## src/rtl/fp_pkg.sv

```systemverilog
// Shared FP datapath constants, flag layout and the round/pack bundle.
// Imported by the rounding, packing and incrementer blocks.
package fp_pkg;

    localparam int PAT_W   = 50;
    localparam int LOC_W   = 6;
    localparam int EXP_W   = 8;
    localparam int MAN_W   = 23;
    localparam int EIN_W   = 10;
    localparam int EI1_W   = EIN_W + 1;

    localparam int BIAS    = 127;
    localparam int EXP_MAX = 255;

    localparam int FLG_OVF = 2;
    localparam int FLG_UNF = 1;
    localparam int FLG_INX = 0;

    localparam logic [31:0] POS_INF  = 32'h7F80_0000;
    localparam logic [31:0] NEG_INF  = 32'hFF80_0000;
    localparam logic [31:0] POS_ZERO = 32'h0000_0000;
    localparam logic [31:0] NEG_ZERO = 32'h8000_0000;

    // Bit of the normalized pattern just below the kept fraction.
    localparam int G_BIT   = PAT_W - 2 - MAN_W;
    localparam int JUST    = PAT_W - 2;

    typedef logic signed [EI1_W-1:0] exp_t;

    typedef struct packed {
        logic             sign;
        logic             zero;
        exp_t             e;
        logic [MAN_W-1:0] frac;
        logic             g;
        logic             s;
    } s1_t;

    function automatic logic [31:0] fp_pack(
        input logic             sign,
        input logic [EXP_W-1:0] e,
        input logic [MAN_W-1:0] f
    );
        return {sign, e, f};
    endfunction

    function automatic logic [31:0] fp_inf(input logic sign);
        return sign ? NEG_INF : POS_INF;
    endfunction

    function automatic logic [31:0] fp_zero(input logic sign);
        return sign ? NEG_ZERO : POS_ZERO;
    endfunction

endpackage

```

## src/rtl/fp32_round_pack_if.sv

```systemverilog
// Input/output handshake bundle of the binary32 round-and-pack stage.
// The datapath drives the slave side; the producer/consumer the master side.
interface fp32_round_pack_if;
    import fp_pkg::*;

    logic             i_valid;
    logic             o_ready;
    logic             i_sign;
    logic [EIN_W-1:0] i_exp;
    logic [LOC_W-1:0] i_loc;
    logic [PAT_W-1:0] i_pat;
    logic             i_zero;

    logic             o_valid;
    logic             i_ready;
    logic [31:0]      o_data;
    logic [2:0]       o_flags;

    modport master (
        output i_valid, i_sign, i_exp, i_loc,
        output i_pat, i_zero, i_ready,
        input  o_ready, o_valid, o_data, o_flags
    );

    modport slave (
        input  i_valid, i_sign, i_exp, i_loc,
        input  i_pat, i_zero, i_ready,
        output o_ready, o_valid, o_data, o_flags
    );

endinterface

```

## src/rtl/fp_rne_incrementer.sv

```systemverilog
// Round-to-nearest-even increment of a binary32 fraction from guard/sticky.
// Shared by the pack stage and the adder/multiplier rounding paths.
module fp_rne_incrementer
    import fp_pkg::*;
(
    input  logic [MAN_W-1:0] frac,
    input  logic             g,
    input  logic             s,
    output logic [MAN_W-1:0] frac_rnd,
    output logic             carry,
    output logic             inexact
);

    logic           rnd_up;
    logic [MAN_W:0] m;

    // Ties go up only when the kept lsb is odd.
    assign rnd_up   = g & (s | frac[0]);
    assign m        = {1'b0, frac} + {{MAN_W{1'b0}}, rnd_up};
    assign carry    = m[MAN_W];
    assign frac_rnd = m[MAN_W-1:0];
    assign inexact  = g | s;

endmodule

```

## src/rtl/fp32_round_pack.sv

```systemverilog
// Two-stage round-to-nearest-even and binary32 pack after normalization.
// Stage 1 extracts fraction/guard/sticky; stage 2 rounds and packs.
module fp32_round_pack
    import fp_pkg::*;
(
    input  logic               i_clk,
    input  logic               i_rst_n,
    fp32_round_pack_if.slave   io
);

    localparam exp_t E_JUST = exp_t'(JUST);
    localparam exp_t E_TOP  = exp_t'(EXP_MAX);
    localparam exp_t E_BOT  = exp_t'(0);
    localparam exp_t E_ONE  = exp_t'(1);

    logic             s1_valid;
    logic             s2_valid;
    logic             s2_adv;
    logic             in_fire;

    s1_t              s1_d;
    s1_t              s1_q;

    exp_t             e_in;
    exp_t             loc_in;

    logic [MAN_W-1:0] frac_rnd;
    logic             carry;
    logic             inexact;
    exp_t             e_adj;
    logic             is_ovf;
    logic             is_unf;

    logic [31:0]      data_d;
    logic [31:0]      data_q;
    logic [2:0]       flags_d;
    logic [2:0]       flags_q;

    // The leading one is implicit; only its position feeds the exponent.
    logic             unused_msb;
    assign unused_msb = io.i_pat[PAT_W-1];

    assign s2_adv     = !s2_valid | io.i_ready;
    assign io.o_ready = !s1_valid | s2_adv;
    assign in_fire    = io.i_valid & io.o_ready;

    assign io.o_valid = s2_valid;
    assign io.o_data  = data_q;
    assign io.o_flags = flags_q;

    assign e_in   = {io.i_exp[EIN_W-1], io.i_exp};
    assign loc_in = {{(EI1_W-LOC_W){1'b0}}, io.i_loc};

    always_comb begin
        s1_d      = '0;
        s1_d.sign = io.i_sign;
        s1_d.zero = io.i_zero;
        s1_d.e    = e_in + loc_in - E_JUST;
        s1_d.frac = io.i_pat[JUST:G_BIT+1];
        s1_d.g    = io.i_pat[G_BIT];
        s1_d.s    = |io.i_pat[G_BIT-1:0];
    end

    always_ff @(posedge i_clk) begin
        if (!i_rst_n) begin
            s1_valid <= 1'b0;
            s1_q     <= '0;
        end else begin
            if (in_fire) begin
                s1_q <= s1_d;
            end
            if (in_fire) begin
                s1_valid <= 1'b1;
            end else if (s2_adv) begin
                s1_valid <= 1'b0;
            end
        end
    end

    fp_rne_incrementer u_rne (
        .frac     (s1_q.frac),
        .g        (s1_q.g),
        .s        (s1_q.s),
        .frac_rnd (frac_rnd),
        .carry    (carry),
        .inexact  (inexact)
    );

    always_comb begin
        e_adj   = s1_q.e;
        data_d  = '0;
        flags_d = '0;
        // Mantissa carry bumps the exponent; the fraction is already zero.
        if (carry) begin
            e_adj = s1_q.e + E_ONE;
        end
        is_ovf = !s1_q.zero && (e_adj >= E_TOP);
        is_unf = !s1_q.zero && (e_adj <= E_BOT);
        unique case (1'b1)
            s1_q.zero: begin
                data_d = fp_zero(s1_q.sign);
            end
            is_ovf: begin
                data_d           = fp_inf(s1_q.sign);
                flags_d[FLG_OVF] = 1'b1;
                flags_d[FLG_INX] = 1'b1;
            end
            is_unf: begin
                data_d           = fp_zero(s1_q.sign);
                flags_d[FLG_UNF] = 1'b1;
                flags_d[FLG_INX] = 1'b1;
            end
            default: begin
                data_d = fp_pack(s1_q.sign,
                                 e_adj[EXP_W-1:0],
                                 frac_rnd);
                flags_d[FLG_INX] = inexact;
            end
        endcase
    end

    always_ff @(posedge i_clk) begin
        if (!i_rst_n) begin
            s2_valid <= 1'b0;
            data_q   <= '0;
            flags_q  <= '0;
        end else if (s2_adv) begin
            s2_valid <= s1_valid;
            if (s1_valid) begin
                data_q  <= data_d;
                flags_q <= flags_d;
            end
        end
    end

endmodule
```

## src/flat_wrapper.sv

```systemverilog
// flat-port wrapper written by rule: the top's interface ports become plain ports
module fp32_round_pack_flat import fp_pkg::*;
  (i_clk, i_rst_n, io_i_valid, io_i_sign, io_i_exp, io_i_loc, io_i_pat, io_i_zero, io_i_ready, io_o_ready, io_o_valid, io_o_data, io_o_flags);
  fp32_round_pack_if io_i ();
  input  logic i_clk;
  input  logic i_rst_n;
  input wire logic [$bits(io_i.i_valid)-1:0] io_i_valid;
  input wire logic [$bits(io_i.i_sign)-1:0] io_i_sign;
  input wire logic [$bits(io_i.i_exp)-1:0] io_i_exp;
  input wire logic [$bits(io_i.i_loc)-1:0] io_i_loc;
  input wire logic [$bits(io_i.i_pat)-1:0] io_i_pat;
  input wire logic [$bits(io_i.i_zero)-1:0] io_i_zero;
  input wire logic [$bits(io_i.i_ready)-1:0] io_i_ready;
  output wire logic [$bits(io_i.o_ready)-1:0] io_o_ready;
  output wire logic [$bits(io_i.o_valid)-1:0] io_o_valid;
  output wire logic [$bits(io_i.o_data)-1:0] io_o_data;
  output wire logic [$bits(io_i.o_flags)-1:0] io_o_flags;
  assign io_i.i_valid = io_i_valid;
  assign io_i.i_sign = io_i_sign;
  assign io_i.i_exp = io_i_exp;
  assign io_i.i_loc = io_i_loc;
  assign io_i.i_pat = io_i_pat;
  assign io_i.i_zero = io_i_zero;
  assign io_i.i_ready = io_i_ready;
  assign io_o_ready = io_i.o_ready;
  assign io_o_valid = io_i.o_valid;
  assign io_o_data = io_i.o_data;
  assign io_o_flags = io_i.o_flags;
  fp32_round_pack u_core (.i_clk(i_clk), .i_rst_n(i_rst_n), .io(io_i));
endmodule
```

## config.mk

```make
export PLATFORM = sky130hd
export DESIGN_NAME = fp32_round_pack_flat
export DESIGN_NICKNAME = d
export VERILOG_FILES = /design/src/rtl/fp_pkg.sv /design/src/rtl/fp32_round_pack_if.sv /design/src/rtl/fp_rne_incrementer.sv /design/src/rtl/fp32_round_pack.sv /design/src/flat_wrapper.sv
export SDC_FILE = /design/constraint.sdc
export NUM_CORES = 1
export LEC_CHECK = 0
export ABC_AREA = 1
export BUFFER_PORTS_ARGS = -buffer_cell sky130_fd_sc_hd__buf_4
export CORE_ASPECT_RATIO = 1.75
export CORE_MARGIN = 1.5
export CORE_UTILIZATION = 58
export DETAILED_ROUTE_END_ITERATION = 16
export MAX_ROUTING_LAYER = met4
export PLACE_DENSITY_LB_ADDON = 0.3
export SKIP_LAST_GASP = 1
export SLEW_MARGIN = 5
export SYNTH_ARGS = -nofsm -noshare
export SYNTH_HDL_FRONTEND = slang
export SYNTH_SLANG_ARGS = --single-unit
```

## constraint.sdc

```tcl
create_clock -name i_clk -period 4.05 [get_ports i_clk]
set_input_delay 1.0125 -clock i_clk [delete_from_list [all_inputs] [get_ports i_clk]]
set_output_delay 1.0125 -clock i_clk [all_outputs]
set_load 0.03 [all_outputs]
```

==> results of run 1 <==
==> critical path: stages <==
cell and delay, ns:
sky130_fd_sc_hd__buf_4 0.11, sky130_fd_sc_hd__ha_1 0.29, sky130_fd_sc_hd__ha_1 0.23, sky130_fd_sc_hd__fa_1 0.42
sky130_fd_sc_hd__nand3_1 0.09, sky130_fd_sc_hd__nand2_1 0.10, sky130_fd_sc_hd__a21oi_1 0.17, sky130_fd_sc_hd__o21bai_1 0.12
sky130_fd_sc_hd__a21o_1 0.18, sky130_fd_sc_hd__a21oi_1 0.20, sky130_fd_sc_hd__nor2_1 0.06, sky130_fd_sc_hd__o21ai_0 0.15
sky130_fd_sc_hd__inv_1 0.05
==> power by group through the flow <==
stage | clock network, W | logic [W] | registers [W]
floorplan | 0 | 0.000289 | 0.000896
global placement | 0 | 0.000453 | 0.000856
detailed placement | 0 | 0.000466 | 0.000858
CTS | 0.000852 | 0.000470 | 0.000843
global route | 0.000890 | 0.000517 | 0.000851
finish | 0.000843 | 0.000469 | 0.000844
==> registers in the layout (all words and copies together) (netlist names) <==
register / cells
u_core.s1_valid: 1
u_core.s1_q: 38
u_core.io.o_flags: 3
u_core.io.o_valid: 1
u_core.io.o_data: 32
==> kinds of logic (layout without fill, tap and decap cells) <==
| logic type | Yosys count | count (layout) |
|---|---|---|
| buffers and inverters | 95 | 196 |
| and+or+nand+nor | 268 | 268 |
| xor gates and xnor gates | 28 | 28 |
| AOI/OAI and AO/OA | 137 | 137 |
| adders and majority gates | 19 | 19 |
| DFF | 75 | 75 |
==> cell type report <==
type                       count  area (µm²)
multi-input combinational    452        2618
fill                         605        1934
clock inverter                 2       60.06
clock buffer                  13       250.2
timing repair buffer         109       818.3
sequential                    75        1501
inverter                      72       275.3
tap                           88       110.1
==> layout by cell type, fill, tap and decap left out, types with 2 or more instances in the layout <==
cell / instances
sky130_fd_sc_hd__inv_2: 2
sky130_fd_sc_hd__nand3_1: 27
sky130_fd_sc_hd__clkbuf_1: 3
sky130_fd_sc_hd__nor4_1: 6
sky130_fd_sc_hd__clkbuf_16: 9
sky130_fd_sc_hd__bufinv_16: 2
sky130_fd_sc_hd__a21oi_2: 20
sky130_fd_sc_hd__dfxtp_1: 75
sky130_fd_sc_hd__xor2_1: 20
sky130_fd_sc_hd__ha_1: 18
sky130_fd_sc_hd__nand2_2: 4
sky130_fd_sc_hd__buf_4: 109
sky130_fd_sc_hd__a21oi_4: 2
sky130_fd_sc_hd__nand4_1: 7
sky130_fd_sc_hd__inv_1: 68
sky130_fd_sc_hd__o21ai_0: 71
sky130_fd_sc_hd__a31oi_1: 2
sky130_fd_sc_hd__nor2_1: 83
sky130_fd_sc_hd__nor2_4: 3
sky130_fd_sc_hd__nand2_1: 105
sky130_fd_sc_hd__nand2_4: 23
sky130_fd_sc_hd__o21ai_1: 4
sky130_fd_sc_hd__a21oi_1: 34
sky130_fd_sc_hd__xnor2_1: 8
sky130_fd_sc_hd__nor3_1: 4
==> metrics by stage <==
stage / worst slack [ns] / instance area [µm²]
after CTS: 1.142 / 5633
after floorplan: 1.155 / 4521
after detailed placement: 0.7833 / 5323
final: 1.103 / 5633
after global placement: 0.9075 / 5323
after global routing: 0.9821 / 5633
==> routing by layer <==
layer,vias up,part of all wire [%]
met3,17,5.4
met4,0,2.2
li1,2206,-
met1,1896,39
met5,-,0
met2,130,53
==> how the worst min path moves through the flow <==
stage / slack (ns) / end / cells after the start / startpoint
2_1_floorplan: 0.45 / u_core.s1_q[37]$_SDFFE_PN0P_ / 2 / u_core.s1_q[37]$_SDFFE_PN0P_
3_3_place_gp: 0.47 / u_core.s1_q[37]$_SDFFE_PN0P_ / 2 / u_core.s1_q[37]$_SDFFE_PN0P_
3_5_place_dp: 0.47 / u_core.io.o_data[0]$_SDFFE_PN0P_ / 2 / u_core.io.o_data[0]$_SDFFE_PN0P_
4_1_cts: 0.48 / u_core.io.o_data[0]$_SDFFE_PN0P_ / 2 / u_core.io.o_data[0]$_SDFFE_PN0P_
5_1_grt: 0.52 / u_core.io.o_data[0]$_SDFFE_PN0P_ / 2 / u_core.io.o_data[0]$_SDFFE_PN0P_
6_report: 0.48 / u_core.io.o_data[0]$_SDFFE_PN0P_ / 2 / u_core.io.o_data[0]$_SDFFE_PN0P_
==> metrics list, run 1 <==
* Count of unique library cells instantiated by Yosys: 38
- Summing internal, switching and leakage power gives 0.002156 W.
* Final count of hold timing violations: 0
- Seq/Total Area, Yosys: 33.21%
- Unrepaired setup endpoints after global routing: false
- Cell with the most instances after synthesis: sky130_fd_sc_hd__nand2_1
- The worst setup path is captured at a flop.
- met2 is the most crowded layer.
* Minimum hold slack: 0.4839 ns
- Class of the most critical setup path: input pin to flop
- Final Setup Violations: 0
- The number of cells on the worst reg-to-reg path is 16.
- Post-cts repair resize count: 0
* Initial detailed-routing violation count: 259
- Net switching is 28.98% of the power.
- For this configuration, the core starts out at a cell density of 59.74%.
- Antenna violation net count after detailed routing: 0
- Core box area: 0.007567 mm²
* Result of the run: completed
- Data arrives at the worst endpoint at 3.18 ns.
- Compound-gate portion of the synthesized area: 17.58%
- Post-Route Utilization: 74.44%
* Synth Area in XOR/XNOR: 5.425%
* Met1 Track Usage GR: 27.31%
- Clock latency on the worst-skew pair, taken at its later pin, is 0.34 ns.
* Routability congestion estimate from global placement: 0.8844
- Using the TritonRoute via totals, the vias-per-cell ratio works out to 5.239.
- Combinational cells account for 21.8% of the total power.
* Fraction of the cycle the final worst path needs: 72.76%
* Setup TNS: 0 ns
- Yosys attributes the largest share of cell area to sky130_fd_sc_hd__dfxtp_1, sky130_fd_sc_hd__nand2_1, sky130_fd_sc_hd__o21ai_0, sky130_fd_sc_hd__nor2_1, sky130_fd_sc_hd__nand2_4.
* Maximum vdd ir drop: 0.0002485 V
- The share of synthesized area in the top cell type comes to 33.21%.
- For this run, the number of standard cells in the final layout without fillers is 811.
* Flops & latches, synth: 75
- Inserted Clock Buffers: 9
- Of the total power, registers draw 39.1%.
- The clock arrives with 0.005292 ns of skew.
- Based on the critical path, the design can be clocked at up to 0.3393 GHz.
- Counting tap cells, the placed design contains a total of 796 instances.
- Time the final worst path needs with I/O delays and setup: 2.947 ns
* DR WL/cell: 13.04 µm
- 0 antenna diodes ended up in the layout.
- In this run the power density over the cells is 382.8 mW/mm².
- The floorplan step defined a die boundary enclosing 0.008354 mm².
- Minimum setup slack among reg-to-reg paths: 1.41 ns
* Maximum level of the CTS H-tree: 3
- The routed layout has 4249 vias.
- Pin count of the biggest net entering global routing: 62
- STA classifies the critical path startpoint as an input pin.
- Number of search-and-repair iterations in the first detailed-routing pass: 5
* Setup repair bufs after CTS: 0
* First-pass GRT wire length: 17.69 mm
- The HPWL after detailed placement is 7.871 mm.
- Fraction of layout instances using a drive strength above 1: 24.90%
* Net switching power of the design: 0.0006249 W
* Number of top-level design ports: 109
* Reg-to-reg critical path endpoint: u_core.io.o_data[23]$_SDFFE_PN0P_
- Area Overhead vs Synth: 24.61%
- Buffers placed on the I/O ports in this run total 107.
* Clock-pin slew on the worst setup and hold paths: 0.05 ns
- Data required time of the worst path: 4.28 ns
- Number of synthesis warnings: 0
* Initial antenna violation count: 0
- The routed design has 10.57 mm of wire.
- Across the run, the number of max-cap violations was 0.
- Top flip-flop cell by instance count after synthesis: sky130_fd_sc_hd__dfxtp_1
- Synthesis handed over a netlist of 622 instances.
* Number of flops mapped to enable cells by yosys: 0
- Combinational family with the most area after synthesis: simple AND/OR/NAND/NOR gates
- TritonCTS built the clock tree.
- Total global-route track usage: 26.74%
- In this run the worst hold path is classified as flop to flop.
* Adder-Cell Fraction of Synth Area: 5.425%
- Synthesized area per cell: 7.268 µm²
- For met2 alone, demand over resource in global routing was 48.92%.
- sky130_fd_sc_hd__dfxtp_1 takes more of the synthesized area than any other cell.
- Die extent in y: 119.8 µm
- Aggregate global routing overflow: 0
* TritonCTS Sinks: 75
- The internal power of the cells totals 0.001531 W.
* Share of synthesized cell area in and, or, nand and nor gates: 29.48%
- Via count of the first global-routing pass: 4173
- The mapped netlist covers 0.004521 mm².
* Synth cell count leaders: sky130_fd_sc_hd__nand2_1, sky130_fd_sc_hd__nor2_1, sky130_fd_sc_hd__dfxtp_1, sky130_fd_sc_hd__o21ai_0, sky130_fd_sc_hd__inv_1
- Leakage power of the design: 2.872 nW
* Crit Path Max Fanout: 2
- In the synthesized netlist the async set-or-reset flop fraction comes to 0%.
* Root buffer selected by CTS: sky130_fd_sc_hd__clkbuf_16
* Startpoint of the most critical setup path: io_i_loc[1]
- After synthesis, the share of cell area in mux cells is 0%.
- The count of pins over their slew limit came to 0.
* Maximum clock insertion buffer count: 2
- Hold Buf Count CTS: 0
- Met3 demand-to-capacity share in global routing: 4.870%
* Reg-to-reg startpoint: u_core.s1_q[0]$_SDFFE_PN0P_
* Slew Limit Headroom: 44.85%
- The die is 69.74 µm wide.
- Per report_power, the clock group accounts for 39.1% of the total.
- Row generation in the floorplan step produced 42 rows.
- Worst-margin pin slew: 0.8263 ns
* NumNets Final: 810
- Number of nets in the synthesized netlist: 713
- Number of remaining DRC errors: 0
- Critical Path End: u_core.s1_q[34]$_SDFFE_PN0P_
Power figures use the tool's default switching activity.
==> run 2, diff against run 1 <==
--- a/config.mk
+++ b/config.mk
@@ -9,7 +9,7 @@
 export BUFFER_PORTS_ARGS = -buffer_cell sky130_fd_sc_hd__buf_4
 export CORE_ASPECT_RATIO = 1.75
 export CORE_MARGIN = 1.5
-export CORE_UTILIZATION = 58
+export CORE_UTILIZATION = 54
 export DETAILED_ROUTE_END_ITERATION = 16
 export MAX_ROUTING_LAYER = met4
 export PLACE_DENSITY_LB_ADDON = 0.3
==> constraint.sdc (replaced) <==
create_clock -name i_clk -period 3 [get_ports i_clk]
set_input_delay 0.75 -clock i_clk [delete_from_list [all_inputs] [get_ports i_clk]]
set_output_delay 0.75 -clock i_clk [all_outputs]
set_load 0.03 [all_outputs]
==> metrics list, run 2 (same netlist as run 1, synthesis figures left out) <==
- The wire length reported by the detailed router came to 10.05 mm (was 10.57 mm).
* Setup TNS: 0 ns (unchanged)
* Setup Slack @ Placement: 0.06160 ns (was 0.7833 ns)
- The H-tree depth came to 3 (unchanged).
- The post-route worst setup slack was 0.3348 ns (was 1.103 ns).
* Min-Delay Path Class: flop to flop (unchanged)
- Final count of hold timing violations: 0 (unchanged)
* Power per cell area: 499.7 mW/mm² (was 382.8 mW/mm²)
- Most used cells in the layout excluding fill and tap cells: sky130_fd_sc_hd__buf_4, sky130_fd_sc_hd__nand2_1, sky130_fd_sc_hd__nor2_1 (unchanged).
* Flip-flop count of the largest register after layout: 38 (unchanged)
- Diode insertion count for antenna repair: 0 (unchanged)
* Setup repair bufs after CTS: 0 (unchanged)
- Data arrival time of the worst path: 2.93 ns (was 3.18 ns)
- Core box area: 0.008203 mm² (was 0.007567 mm²)
- Inserted Clock Buffers: 9 (unchanged)
* Max frequency: 0.3752 GHz
* Fraction of the cycle the final worst path needs: 88.84%
- Time the final worst path needs with I/O delays and setup: 2.665 ns
- The clock network power share was 37.5% (was 39.1%).
* Total number of vias: 4229 (was 4249)
- The initial antenna violation count is 0 (unchanged).
- The logic gate share of total power is 22.3% (was 21.8%).
- The number of nets with antenna violations after detailed routing came to 0 (unchanged).
- The maximum number of pins on one net before global-route repair is 57 (was 62).
- The critical path class was flop to flop (was input pin to flop).
- The mean number of vias per cell was 5.164 (was 5.239).
* Clock tree from TritonCTS: done (unchanged)
- The final setup violation count is 0 (unchanged).
- The final routed DRC violation total was 0 (unchanged).
- Top register by number of flip-flops: u_core.s1_q (unchanged)
- The total die area came to 0.008951 mm² (was 0.008354 mm²).
* Number of search-and-repair iterations in the first detailed-routing pass: 4 (was 5)
- The via count of the first global-routing pass was 4147 (was 4173).
- The quantity of gates resized following cts was 0 (unchanged).
* Relative contribution of sequential cells to total power: 40.2% (was 39.1%)
- TritonCTS Sinks: 75 (unchanged)
- Crit path capture type: flop (unchanged)
- Worst-margin pin slew: 0.5131 ns (was 0.8263 ns)
- The switching share of power came to 29.08% (was 28.98%).
- First-pass GRT wire length: 17.08 mm (was 17.69 mm)
- Number of top-level design ports: 109 (unchanged)
- The fraction of final layout cells sized beyond drive strength 1 came to 25.45% (was 24.90%).
* DR WL/cell: 12.27 µm (was 13.04 µm)
- The count of pins over their slew limit was 0 (unchanged).
- Most common cell after layout, fill and taps aside: sky130_fd_sc_hd__buf_4 (unchanged)
- Initial detailed-routing violation count: 156 (was 259)
- The maximum vdd ir drop was 0.0003142 V (was 0.0002485 V).
* Leakage power of the design: 2.891 nW (was 2.872 nW)
* Fill cell instance count of the final layout: 732 (was 605)
- The clock transition at the register clock pins on the worst setup and hold paths after CTS came to 0.05 ns (about the same).
- The maximum fanout count along the critical path was 27 (was 2).
* Net switching power of the design: 0.0008234 W (was 0.0006249 W)
- The final layout net count came to 814 (was 810).
- Die Width: 72.17 µm (was 69.74 µm)
- The remaining global-route overflow came to 0 (unchanged).
- Insertion delay of the later-clocked pin in the worst-skew pair: 0.33 ns (was 0.34 ns)
- Power Internal: 0.002008 W (was 0.001531 W)
* Total of max-cap violations: 0 (unchanged)
- Result of the run: completed (unchanged)
- The number of buffer cells added on primary ports was 107 (unchanged).
* Initial cell density of the core: 55.11% (was 59.74%)
- Routability congestion estimate from global placement: 0.8906 (was 0.8844)
- The CTS root buffer is sky130_fd_sc_hd__clkbuf_16 (unchanged).
- The tightest slew margin relative to the limit was 65.76% (was 44.85%).
- Die extent in y: 124.0 µm (was 119.8 µm)
- The final clock skew is 0.004617 ns (was 0.005292 ns).
* Area Overhead vs Synth: 25.33% (was 24.61%)
- The post-DP HPWL was 7.772 mm (was 7.871 mm).
- The startpoint type of the worst setup path is a flop (was input pin).
- The hold buffer count at cts is 0 (unchanged).
- The total routing resource utilization after global routing was 24.69% (was 26.74%).
- Data required time of the worst path: 3.26 ns (was 4.28 ns)
* Maximum clock insertion buffer count: 2 (unchanged)
- Site Rows: 44 (was 42)
- Unrepaired setup endpoints after global routing: false (unchanged)
run 2: changes by cell type in the layout (fill, tap and decap cells not counted):
cell / before / now
sky130_fd_sc_hd__buf_4: 109 / 112
sky130_fd_sc_hd__buf_12: 0 / 1
sky130_fd_sc_hd__bufinv_16: 2 / 1
sky130_fd_sc_hd__clkbuf_1: 3 / 2
sky130_fd_sc_hd__clkbuf_8: 1 / 2
sky130_fd_sc_hd__clkinv_2: 0 / 1
run 2: layout make-up:
class	instances	area [µm²]	area share (%)
well taps	92	115.1	2.032
inverters	72	275.3	4.859
clock inverters	2	35.03	0.6184
repair buffers	113	860.8	15.19
clock buffers	13	260.3	4.594
flip-flops and latches	75	1501	26.50
multi-input cells	452	2618	46.20
run 2: path summary, 6_finish.rpt:
kind,startpoint,depth (start not counted),to,slack (ns)
max,u_core.s1_q[0]$_SDFFE_PN0P_,14,u_core.io.o_data[20]$_SDFFE_PN0P_,0.33
min,u_core.s1_q[37]$_SDFFE_PN0P_,2,u_core.s1_q[37]$_SDFFE_PN0P_,0.48
max reg2reg,u_core.s1_q[0]$_SDFFE_PN0P_,14,u_core.io.o_data[20]$_SDFFE_PN0P_,0.33
min reg2reg,u_core.s1_q[37]$_SDFFE_PN0P_,2,u_core.s1_q[37]$_SDFFE_PN0P_,0.48
run 2: per-layer routing:
layer / GRT usage, % / part of all wire, %
met1: 25.05 / 40
met2: 45.25 / 53
met3: 5.825 / 5.1
met4: 9.434 / 1.8
met5: - / 0
run 2: critical path, cell delays in order, from the launching register on:
cell and delay, ns:
sky130_fd_sc_hd__dfxtp_1 0.41, sky130_fd_sc_hd__o21a_1 0.14, sky130_fd_sc_hd__ha_1 0.19, sky130_fd_sc_hd__nand2_1 0.07, sky130_fd_sc_hd__nor2_1 0.11, sky130_fd_sc_hd__nand2_1 0.16, sky130_fd_sc_hd__nor3_2 0.30, sky130_fd_sc_hd__nand2_1 0.15
sky130_fd_sc_hd__nand2_1 0.12, sky130_fd_sc_hd__nand2_2 0.07, sky130_fd_sc_hd__nor2_4 0.12, sky130_fd_sc_hd__nand4_4 0.14, sky130_fd_sc_hd__inv_6 0.35, sky130_fd_sc_hd__nand2_1 0.12, sky130_fd_sc_hd__a21oi_1 0.15
run 2: power groups by stage:
stage	registers, W	logic (W)	clock network, W
2_1_floorplan	0.00121	0.000391	0
3_3_place_gp	0.00115	0.000617	0
3_5_place_dp	0.00116	0.000631	0
4_1_cts	0.00114	0.000635	0.00108
5_1_grt	0.00115	0.000702	0.00112
6_report	0.00114	0.000631	0.00106
run 2: per-stage QoR:
stage	util (%)	cells	power (W)	hold WS (ns)	instance area, µm²
2_1_floorplan	-	622	0.001600	0.4495	4521
3_3_place_gp	65.47	804	0.001772	0.4643	5370
3_5_place_dp	65.47	804	0.001789	0.4690	5370
4_1_cts	69.07	819	0.002854	0.4812	5665
5_1_grt	69.07	819	0.002974	0.5138	5665
6_report	69.07	819	0.002831	0.4806	5665
==> run 3, diff against run 2 <==
--- a/config.mk
+++ b/config.mk
@@ -11,7 +11,6 @@
 export CORE_MARGIN = 1.5
 export CORE_UTILIZATION = 54
 export DETAILED_ROUTE_END_ITERATION = 16
-export MAX_ROUTING_LAYER = met4
 export PLACE_DENSITY_LB_ADDON = 0.3
 export SKIP_LAST_GASP = 1
 export SLEW_MARGIN = 5
==> constraint.sdc (replaced) <==
create_clock -name i_clk -period 3 [get_ports i_clk]
set_input_delay 0.3 -clock i_clk [delete_from_list [all_inputs] [get_ports i_clk]]
set_output_delay 0.3 -clock i_clk [all_outputs]
set_load 0.03 [all_outputs]
==> metrics list, run 3 (same netlist as run 1, synthesis figures left out) <==
- The clock transition at the register clock pins on the worst setup and hold paths after CTS came to 0.05 ns (about the same).
- The quantity of gates resized following cts was 0 (unchanged).
- The number of placement rows was 44 (unchanged).
- Placed Instance Area: 0.005335 mm² (was 0.005370 mm²)
- The number of nets with antenna violations after detailed routing is 0 (unchanged).
- The total power per unit cell area is 503.1 mW/mm² (was 499.7 mW/mm²).
- NumNets Final: 811 (was 814)
- The met1 capacity usage during global routing came to 25.81% (was 25.05%).
* Insertion delay of the later-clocked pin in the worst-skew pair: 0.34 ns (was 0.33 ns)
- The maximum achievable frequency is 0.3820 GHz (was 0.3752 GHz).
- The wire length reported by the detailed router came to 10.22 mm (was 10.05 mm).
- Unrepaired setup endpoints after global routing: false (unchanged)
- The TritonCTS clock tree is done (unchanged).
- The flip-flop count of the largest register, all copies and words added came to 38 (unchanged).
* Setup repair bufs after CTS: 0 (unchanged)
- Initial detailed-routing violation count: 257 (was 156)
* Pin count of the biggest net entering global routing: 62 (was 57)
- Total global-route track usage: 24.08% (was 24.69%)
* Post-Route Skew: 0.004523 ns (was 0.004617 ns)
- The average wire per standard cell was 12.53 µm (was 12.27 µm).
- Fraction of layout instances using a drive strength above 1: 25.14% (was 25.45%)
- The count of pins over their slew limit came to 0 (unchanged).
* Number of search-and-repair iterations in the first detailed-routing pass: 4 (unchanged)
- The H-tree depth is 3 (unchanged).
* Initial antenna violation count: 0 (unchanged)
- Final Setup Violations: 0 (unchanged)
- HPWL after detailed placement: 7.823 mm (was 7.772 mm)
- Routability congestion estimate from global placement: 0.8724 (was 0.8906)
- Setup Slack @ Placement: 0.3993 ns (was 0.06160 ns)
* Total die area: 0.008951 mm² (unchanged)
* Core box area: 0.008203 mm² (unchanged)
- Initial cell density of the core: 55.11% (unchanged)
- The TritonCTS buffer count is 9 (unchanged).
- The remaining global-route overflow was 0 (unchanged).
- Met3 demand-to-capacity share in global routing: 5.097% (was 5.825%)
- The most common cell after layout, fill and taps aside is sky130_fd_sc_hd__buf_4 (unchanged).
- Global routing met2 resource utilization: 44.68% (was 45.25%)
* Hold Buf Count CTS: 0 (unchanged)
- The number of ports placed on the die boundary is 109 (unchanged).
* Data required time of the worst path: 3.26 ns (about the same)
* Maximum clock insertion buffer count: 2 (unchanged)
* Element type at the critical path start: flop (unchanged)
- Worst-margin pin slew: 0.8515 ns (was 0.5131 ns)
- Final standard cell area without fillers: 0.005630 mm² (was 0.005665 mm²)
- The maximum fanout count along the critical path came to 27 (unchanged).
- The largest register by flop count was u_core.s1_q (unchanged).
* Die extent in y: 124.0 µm (unchanged)
- Via count of the first global-routing pass: 4062 (was 4147)
* Total of max-cap violations: 0 (unchanged)
* Diode insertion count for antenna repair: 0 (unchanged)
- The maximum vdd ir drop is 0.0004170 V (was 0.0003142 V).
- Leakage power of the design: 2.873 nW (was 2.891 nW)
* Post-route setup slack: 0.3819 ns (was 0.3348 ns)
* First-pass GRT wire length: 17.08 mm (about the same)
- The final routed DRC violation total is 0 (unchanged).
* Most used cells in the layout excluding fill and tap cells: sky130_fd_sc_hd__buf_4, sky130_fd_sc_hd__nand2_1, sky130_fd_sc_hd__nor2_1 (unchanged)
* Data arrival time of the worst path: 2.88 ns (was 2.93 ns)
* Class of the most critical setup path: flop to flop (unchanged)
- The peak-usage layer in the global routing report is met2 (unchanged).
- The number of sinks handled by clock tree synthesis was 75 (unchanged).
- The type of the worst min-delay path was input pin to flop (was flop to flop).
- The mean number of vias per cell was 5.260 (was 5.164).
- Fill cell instance count of the final layout: 718 (was 732)
- Total number of vias: 4292 (was 4229)
- The tightest slew margin relative to the limit came to 43.17% (was 65.76%).
* Port-buffer cells: 107 (unchanged)
- Fraction of the cycle the final worst path needs: 87.27% (was 88.84%)
- The core utilization of the finished layout came to 68.64% (was 69.07%).
* Time the final worst path needs with I/O delays and setup: 2.618 ns (was 2.665 ns)
- The final-report hold violation count came to 0 (unchanged).
- Crit path capture type: flop (unchanged)
- The area growth from synthesis to layout came to 24.55% (was 25.33%).
- Result of the run: completed (unchanged).
- The die span in x came to 72.17 µm (unchanged).
* Setup TNS: 0 ns (unchanged)
* Root buffer selected by CTS: sky130_fd_sc_hd__clkbuf_16 (unchanged)
==> run 3: layer usage <==
metal	part of all wire (%)	vias up
met3	4.7	19
met5	0	-
met1	41	1945
met4	2.3	0
met2	52	115
li1	-	2213
==> run 3: where the power goes <==
part | switching, W | internal (W)
Clock | 0.000385 | 0.000683
Combinational | 0.000379 | 0.000246
Sequential | 0.0000662 | 0.00107
Total | 0.000830 | 0.00200
==> run 3: area by class of cell <==
class / instances / area, µm² / area share [%]
Inverter: 72 / 275.3 / 4.889
Multi-Input combinational cell: 452 / 2618 / 46.49
Sequential cell: 75 / 1501 / 26.67
Timing Repair Buffer: 110 / 825.8 / 14.67
Clock buffer: 13 / 260.3 / 4.622
Tap cell: 92 / 115.1 / 2.044
Clock inverter: 2 / 35.03 / 0.6222
==> run 3: worst paths after layout <==
kind / start / slack, ns / endpoint / cells after the start
worst max register to register: u_core.s1_q[0]$_SDFFE_PN0P_ / 0.38 / u_core.io.o_data[22]$_SDFFE_PN0P_ / 16
worst max-delay path: u_core.s1_q[0]$_SDFFE_PN0P_ / 0.38 / u_core.io.o_data[22]$_SDFFE_PN0P_ / 16
worst min register to register: u_core.io.o_data[1]$_SDFFE_PN0P_ / 0.49 / u_core.io.o_data[1]$_SDFFE_PN0P_ / 2
worst min-delay path: io_i_pat[33] / 0.22 / u_core.s1_q[9]$_SDFFE_PN0P_ / 3
==> run 3: worst max-delay path, cell delays in order (launching register included) <==
cell and delay [ns]:
sky130_fd_sc_hd__dfxtp_1 0.42, sky130_fd_sc_hd__o21a_1 0.14, sky130_fd_sc_hd__ha_1 0.19, sky130_fd_sc_hd__nand2_1 0.07, sky130_fd_sc_hd__nor2_1 0.09, sky130_fd_sc_hd__nand2_1 0.14, sky130_fd_sc_hd__inv_2 0.21, sky130_fd_sc_hd__nand2_4 0.13
sky130_fd_sc_hd__nand2_1 0.10, sky130_fd_sc_hd__nand2_1 0.07, sky130_fd_sc_hd__nand2_1 0.07, sky130_fd_sc_hd__nor2_1 0.06, sky130_fd_sc_hd__nand2_1 0.10, sky130_fd_sc_hd__nand4_4 0.12, sky130_fd_sc_hd__inv_6 0.35, sky130_fd_sc_hd__nand2_1 0.10
sky130_fd_sc_hd__a21oi_1 0.14
==> run 3: metrics by stage <==
| step | total power [W] | hold slack [ns] | cells |
|---|---|---|---|
| global placement | 0.001767 | 0.4662 | 801 |
| global route | 0.002968 | 0.2200 | 816 |
| finish | 0.002833 | 0.2161 | 816 |
| CTS | 0.002857 | 0.2023 | 816 |
| detailed placement | 0.001786 | 0.4745 | 801 |
| floorplan | 0.001600 | 0.4495 | 622 |
